==> config.mk <==
export PLATFORM = sky130hd
export DESIGN_NAME = mem_arbiter
export DESIGN_NICKNAME = d
export VERILOG_FILES = /design/src/rtl/mem_arbiter.sv
export SDC_FILE = /design/constraint.sdc
export NUM_CORES = 1
export LEC_CHECK = 0
export BUFFER_PORTS_ARGS = -buffer_cell sky130_fd_sc_hd__buf_2
export CORE_AREA = 2 2 108 110
export CTS_CLUSTER_SIZE = 40
export DETAILED_ROUTE_END_ITERATION = 7
export DIE_AREA = 0 0 110 112
export GPL_TIMING_DRIVEN = 0
export PLACE_DENSITY = 0.58
export SLEW_MARGIN = 20
export SYNTH_ARGS = -nofsm -noshare
export SYNTH_HDL_FRONTEND = slang
export SYNTH_SLANG_ARGS = --single-unit
==> constraint.sdc <==
create_clock -name clk -period 2.4 [get_ports clk]
set_input_delay 0.48 -clock clk [delete_from_list [all_inputs] [get_ports clk]]
set_output_delay 0.48 -clock clk [all_outputs]
set_load 0.01 [all_outputs]
==> src/rtl/mem_arbiter.sv <==
// Two-client memory arbiter: instruction fetch and data port share one memory.
// A single command is outstanding at a time; fetch is forced after MAX_WAIT data wins.
module mem_arbiter #(
    parameter int unsigned MAX_WAIT = 4
) (
    input  logic        clk,
    input  logic        reset,
    input  logic        f_req,
    input  logic [31:0] f_addr,
    input  logic        branch_sig,
    output logic        f_gnt,
    output logic        f_rvalid,
    output logic [31:0] f_rdata,
    output logic        stallF,
    input  logic        d_req,
    input  logic        d_we,
    input  logic [31:0] d_addr,
    input  logic [31:0] d_wdata,
    input  logic [3:0]  d_be,
    output logic        d_gnt,
    output logic        d_rvalid,
    output logic [31:0] d_rdata,
    output logic        mem_req,
    output logic        mem_we,
    output logic [31:0] mem_addr,
    output logic [31:0] mem_wdata,
    output logic [3:0]  mem_be,
    input  logic        mem_rvalid,
    input  logic [31:0] mem_rdata
);

    // state  | meaning
    // IDLE   | no command outstanding, grant decided combinationally
    // BUSY_F | fetch command outstanding, waiting for mem_rvalid
    // BUSY_D | data command outstanding, waiting for mem_rvalid
    typedef enum logic [1:0] {
        IDLE   = 2'd0,
        BUSY_F = 2'd1,
        BUSY_D = 2'd2
    } state_t;

    localparam logic [2:0] STARVE_MAX = 3'(MAX_WAIT);

    state_t     state_q, state_d;
    logic [2:0] starve_q, starve_d;
    logic       discard_q, discard_d;

    logic data_win;
    logic fetch_win;
    logic f_resp;
    logic d_resp;

    always_comb begin
        data_win  = (state_q == IDLE) && !reset && d_req
                    && !(f_req && (starve_q == STARVE_MAX));
        fetch_win = (state_q == IDLE) && !reset && f_req && !data_win;
        f_resp    = (state_q == BUSY_F) && mem_rvalid;
        d_resp    = (state_q == BUSY_D) && mem_rvalid;
    end

    always_comb begin
        f_gnt     = fetch_win;
        d_gnt     = data_win;
        mem_req   = fetch_win | data_win;
        mem_we    = data_win & d_we;
        mem_be    = 4'h0;
        mem_addr  = 32'h0;
        mem_wdata = 32'h0;
        if (data_win) begin
            mem_be    = d_be;
            mem_addr  = d_addr;
            mem_wdata = d_wdata;
        end else if (fetch_win) begin
            mem_be    = 4'hF;
            mem_addr  = f_addr;
        end

        // A redirect coinciding with the response also makes that word stale.
        f_rvalid = f_resp && !discard_q && !branch_sig;
        f_rdata  = f_rvalid ? mem_rdata : 32'h0;
        d_rvalid = d_resp;
        d_rdata  = d_resp ? mem_rdata : 32'h0;
        stallF   = f_req & ~f_rvalid;
    end

    always_comb begin
        state_d = state_q;
        case (state_q)
            IDLE: begin
                if (data_win)       state_d = BUSY_D;
                else if (fetch_win) state_d = BUSY_F;
            end
            BUSY_F:  if (mem_rvalid) state_d = IDLE;
            BUSY_D:  if (mem_rvalid) state_d = IDLE;
            default: state_d = IDLE;
        endcase

        starve_d = starve_q;
        if (fetch_win)
            starve_d = 3'd0;
        else if (data_win && f_req && (starve_q < STARVE_MAX))
            starve_d = starve_q + 3'd1;

        discard_d = discard_q;
        if (f_resp)
            discard_d = 1'b0;
        else if (branch_sig && ((state_q == BUSY_F) || fetch_win))
            discard_d = 1'b1;
    end

    always_ff @(posedge clk or posedge reset) begin
        if (reset) begin
            state_q   <= IDLE;
            starve_q  <= 3'd0;
            discard_q <= 1'b0;
        end else begin
            state_q   <= state_d;
            starve_q  <= starve_d;
            discard_q <= discard_d;
        end
    end

endmodule

Word-level counts from Yosys, hierarchy flattened
Cells that the tools add are included.
W data, S select, Z words.
{"block": "totals", "word_cells": 53, "out_inout_bits": 139, "reg_bits": 6, "in_bits": 139}
{"block": "classes", "n_mux": 15, "eq_ne": 5, "addsub": 1, "n_reduce_logical": 24, "bitwise": 4, "order_cmp": 1}
{"op": "$mux W32", "count": 5}
{"op": "$logic_and A1 B1 Y1", "count": 13}
{"op": "$mux W4", "count": 2}
{"op": "$mux W2", "count": 3}
{"op": "$mux W3", "count": 2}
{"op": "$logic_not A1 Y1", "count": 5}
{"op": "$pmux W2 S2", "count": 1}
{"op": "$reduce_bool A2 Y1", "count": 2}
{"op": "$add A3 B1 Y3 const B", "count": 1}
{"op": "$eq A3 B3 Y1 const B", "count": 1}
{"op": "$lt A3 B3 Y1 const B", "count": 1}
{"op": "$ne A3 B3 Y1 const B", "count": 1}
{"op": "$and A1 B1 Y1", "count": 2}
{"op": "$eq A2 B1 Y1 const B", "count": 1}
{"op": "$eq A2 B2 Y1 const B", "count": 1}
{"op": "$logic_not A2 Y1", "count": 1}
{"op": "$mux W1", "count": 2}
{"op": "$ne A2 B1 Y1 const B", "count": 1}
{"op": "$reduce_and A2 Y1", "count": 1}
{"op": "$reduce_or A2 Y1", "count": 1}
{"op": "$logic_or A1 B1 Y1", "count": 1}
{"op": "$not A1 Y1", "count": 1}
{"op": "$or A1 B1 Y1", "count": 1}

Depth between registers and ports, before layout
{"block": "logic_depth", "depth_word": 10, "mapped_depth": 8, "ltp_nobuf": 6}

Worst setup path before layout
Ideal clock, no wire load.
{"block": "synth_path", "kind": "register to output", "start": "register state_q[0]", "end": "output mem_addr[10]", "required_time_ns": 1.920, "setup_slack_ns": 0.510, "n_path_buf": 2, "arrival_ns": 1.410, "path_stages_with_launch": 9, "cell_sequence": "dfrtp_1 > inv_1 > ha_1 > nor2b_2 > nand3_2 > inv_2 > buf_6 > buf_6 > a22o_1"}
{"block": "synth_via", "elab_chain_len": 8, "elab_cells_between_ends": 9, "classes_between": "mux: 2; reduce/logical: 7"}
{"element": "from (decl)", "line_no": "44", "text": "state_t state_q, state_d;"}
{"element": "from (signal assigned)", "line_no": "117", "text": "state_q <= state_d;"}
{"element": "$logic_not A2 Y1 (*)", "line_no": "54, 56"}
{"element": "$logic_and A1 B1 Y1 (*)", "line_no": "54, 56"}
{"element": "$logic_and A1 B1 Y1", "line_no": "54", "text": "data_win = (state_q == IDLE) && !reset && d_req"}
{"element": "$logic_and A1 B1 Y1", "line_no": "55", "text": "&& !(f_req && (starve_q == STARVE_MAX));"}
{"element": "$logic_not A1 Y1", "line_no": "56", "text": "fetch_win = (state_q == IDLE) && !reset && f_req && !data_win;"}
{"element": "$logic_and A1 B1 Y1", "line_no": "56"}
{"element": "$mux W32", "line_no": "73", "text": "end else if (fetch_win) begin"}
{"element": "$mux W32 (*)", "line_no": "69", "text": "if (data_win) begin"}
{"element": "to (decl)", "line_no": "25", "text": "output logic [31:0] mem_addr,"}
Every way passes the cells marked *; elsewhere a longest branch is shown, timed or not.

Final worst setup path
{"block": "layout_path", "start": "register starve_q[0]", "end": "output mem_addr[18]"}
{"block": "layout_via", "elab_chain_len": 8}
{"element": "from (decl)", "line_no": "45", "text": "logic [2:0] starve_q, starve_d;"}
{"element": "from (signal assigned)", "line_no": "118", "text": "starve_q <= starve_d;"}
{"element": "$eq A3 B3 Y1 (*)", "line_no": "55"}
{"element": "$logic_and A1 B1 Y1 (*)", "line_no": "55"}
{"element": "$logic_not A1 Y1 (*)", "line_no": "55"}
{"element": "$logic_and A1 B1 Y1 (*)", "line_no": "55"}
{"element": "$logic_not A1 Y1", "line_no": "56"}
{"element": "$logic_and A1 B1 Y1", "line_no": "56"}
{"element": "$mux W32", "line_no": "73"}
{"element": "$mux W32 (*)", "line_no": "69"}
Marks and branches as above.

==> results.md <==
- Once detailed placement completed, the half-perimeter wirelength came to approximately 7 mm.
- For the final database, setup skew stands at approximately 0.00029 ns.
- After synthesis, the largest family of logic cells by area is simple AND/OR/NAND/NOR gates.
- Relative to the synthesized area, the layout overhead comes to 114%.
- The required arrival time at the worst endpoint is between 1.5 and 2 ns.
- Synthesis inferred 6 register bits.
- The arrival time of the worst setup path is around 1.8 ns.
- Setup violations remaining at the end of the flow were counted as 0.
- The floorplan core area is approximately 0.011 mm^2.
- Of the total synthesized cell area, the portion taken by AND, OR, NAND and NOR gates is approximately 46%.
- The first routing iteration left 106 violations.
- The share of final-layout standard cells stronger than drive strength 1 is approximately 64%.
- The cell taking the most area after synthesis is sky130_fd_sc_hd__and2_1.
- In the finished design, the share of the clock period the worst path needs comes to between 90% and 100%.
- The type of the setup path with the least slack is register to primary output.
- Setup repair after global routing left no endpoint under its margin.
- The class of the tightest hold or removal check is primary input to async pin.
- The total length of routed wires is about 8 mm.
- The repair_antennas step left the layout with diodes totalling 0.
- The instance area at placement is 0.00304 mm^2.
- The final max-slew violation count is 0.
- The count of buffer and inverter cells on the critical path is 4.
- CTS built an H-tree with a depth of 1.
- The critical path goes through inv_1 -> ha_1 -> nand2_1 -> a21o_4 -> inv_4 -> buf_4 -> a22o_1 -> buf_2.
- The first element of the critical path is starve_q[0].
- The logic depth of the worst register-to-register path is 6.
- The count of vias placed by the detailed router is 2580.
- The final-stage net count is approximately 630.
- The depth of the critical timing path with buffers and inverters included is 8.
- The post-synthesis compound-gate area fraction is 27.3%.
- The top fanout value on the critical path is 10.
- Synthesis produced around 200 cells.
- The number of rows in the core area is 39.
- Summing the areas of all xor and xnor instances in the mapped netlist gives 0% of the synthesized area.
- The startpoint of the worst register-to-register path is state_q[0].
- The aggregate global routing overflow is 0.
- The first global-routing pass estimated roughly 11 mm of wire.
- The CTS buffer count is 3.
- The per-cell via count in the routed design is slightly above 4.
- Clock-pin slew was measured on the worst setup and hold paths at around 0.030 ns.
- The register-to-register path setup slack is 0.87 ns.
- The layout has about 1200 filler cells.
- Following the worst setup path forward leads to its endpoint at mem_addr[18].
- The post-synthesis net count is between 300 and 400.
- The die extent in x is about 110 um.
- After detailed routing, the average wire length per cell comes to about 13 um.
- Summing every instance area after synthesis gives 0.00148 mm^2.
- The maximum buffer depth of the clock tree is 2.
- The die covers around 0.012 mm^2.
- The max-cap check violation count is 0.
- The worst slew margin relative to its limit is 75.1%.
- The worst setup path is launched from a register.
- The number of synthesis warnings is 0.
- Subtracting the final worst setup slack from the clock period gives approximately 2.3 ns.
- The CTS tree is yes.
- In this run the power density over the cells is between 500 and 600 mW/mm^2.
- The residual DRC count is 0.
- The capture instance of the worst register-to-register path is starve_q[0].
- The pre-antenna-repair detailed-routing pass consisted of 4 iterations.
- Yosys attributes the largest share of cell area to sky130_fd_sc_hd__and2_1, sky130_fd_sc_hd__a22o_1, sky130_fd_sc_hd__and3_1, sky130_fd_sc_hd__dfrtp_1, sky130_fd_sc_hd__buf_6.
- The post-route cell area is 0.00316 mm^2.
- The worst voltage drop across the vdd grid is roughly 0.00044 V.
- Of the total synthesized cell area, the portion taken by full adders, half adders and majority gates is 4.24%.
- The area of the multi-input gates is 0.00117 mm^2.
- The buffer type at the clock tree root is sky130_fd_sc_hd__clkbuf_16.
- Across the whole layout, storage elements account for between 150 and 200 um^2.
- The number of unique standard cell types used by synthesis is 30.
- The total of buffers placed on input and output ports is roughly 280.
- The run finished with clean final reports.
- For this configuration, the core starts out at a cell density of a little over an eighth.
- For the worst-skew pair, the clock arrives at the later sink with an insertion delay of 0.23 ns.
- The routability-driven placement congestion ratio is between 0.8 and 0.9.
- The area share of the leading cell type in the synthesized netlist is 28.0%.
- The library cell contributing the largest single delay on the critical path is sky130_fd_sc_hd__dfrtp_1.
- The die is between 100 and 150 um tall.
- After synthesis, flip-flops and latches occupy between 10 and 15% of the total area.
- In the global route stage, overall resource usage came out at a little under an eighth.
- The maximum number of pins on one net before global-route repair is 11.
- The analysis attributes to cell leakage a power of between 0.002 and 0.0025 uW.
- For this run, the top clock speed supported by timing is about 0.43 GHz.
- On the critical path the largest part of the delay comes from buffers and inverters.
- For the pin with the worst max-slew slack, the measured transition is about 0.37 ns.
- The count of hold buffers inserted by post-cts repair is 0.
- On the worst path, the slowest cell contributes a delay of between 0.3 and 0.4 ns.
- The critical path endpoint category is a primary output.
- The number of routed nets with antenna violations is 0.
- The number of hold violations in the final report was 0.
- The number of clock sinks seen by CTS is 6.
- Pin placement for this block handled 278 I/O pins.
- The number of global-route vias before repair is roughly 2300.
- The post-route setup TNS is 0 ns.
- The share of cell area taken by muxes after synthesis is less than 1%.
- The number of antenna violations at the first check in global routing came to 0.
- The average size of a mapped cell is about 7.5 um^2.
[power by group]
group / internal [uW] / switching (uW)
registers: 140 / 29.0
clock network: 214 / 58.2
logic: 589 / 624
[layer usage]
metal | vias to the layer above | part of all wire [%] | GRT usage [%]
met3 | 5 | 7.8 | 1.52
met5 | - | 0 | 0
li1 | 1255 | - | -
met4 | 0 | 0.45 | 1.69
met1 | 1205 | 41 | 14.4
met2 | 115 | 50 | 20.2
[flip-flops by register name, indices dropped and copies added, names as in the netlist]
register and flops:
discard_q 1, starve_q 3, state_q 2
[metrics by stage]
stage	hold WS, ns	util, %	worst slack [ns]	instances	power [uW]
finish	0.198	28.3	0.0951	622	1650
detailed placement	0.446	27.2	0.163	616	1350
global route	0.218	28.3	0.00752	622	1810
global placement	0.438	27.2	0.207	616	1320
CTS	0.204	28.0	0.00385	621	1640
floorplan	0.271	-	0.510	196	849
[kinds of logic after synthesis]
kind of cell / Yosys count
buf+inv: 27
compound gates: 48
flops: 6
fa+ha+maj: 5
simple gates: 109
mux: 1
[final cells by class]
type,instances,area share [%]
buffer,20,4.52
clock buffer,3,2.38
inverter,7,0.911
multi-input combinational,163,37.2
sequential,6,4.75
tap,143,5.67
timing repair buffer,280,44.6
[cell usage in the layout, fill, tap and decap left out, drive strengths merged]
| master | count |
|---|---|
| buf | 291 |
| and2 | 66 |
| a22o | 33 |
| and3 | 33 |
| clkbuf | 12 |
| inv | 7 |
| dfrtp | 6 |
| o21a | 5 |
| ha | 5 |
| nor2b | 4 |
| a21oi | 2 |
| o22ai | 2 |
| a21o | 2 |
| nand3 | 2 |
| nand3b | 1 |
| nor3b | 1 |
| nand2 | 1 |
| o21bai | 1 |
| nor2 | 1 |
| o31a | 1 |
| o21ai | 1 |
| a21bo | 1 |
| mux2 | 1 |
[cell usage after synthesis, drive strengths merged]
cell type	number
ha	5
nor3b	1
dfrtp	6
nand3	2
nor2b	4
a22o	33
mux2	1
a21oi	2
inv	7
a21bo	1
o22ai	2
clkbuf	9
and3	33
o21ai	1
a21o	2
o21bai	1
and2	66
nor2	1
nand2	1
buf	11
nand3b	1
o21a	5
o31a	1
[repair_timing]
item / in CTS / in global routing
setup buffers: 2 / 1
endpoints found under the setup margin: 47 / 70
pin swaps: 2 / 0
resized for setup: 0 / 11
[how the worst min path moves through the flow]
stage | startpoint | endpoint | cells past startpoint
5_1_grt | reset | starve_q[0] | 2
6_report | reset | starve_q[0] | 2
2_1_floorplan | reset | discard_q | 1
3_5_place_dp | reset | starve_q[0] | 2
3_3_place_gp | reset | starve_q[0] | 2
4_1_cts | reset | starve_q[0] | 2
Power figures use the tool's default switching activity.
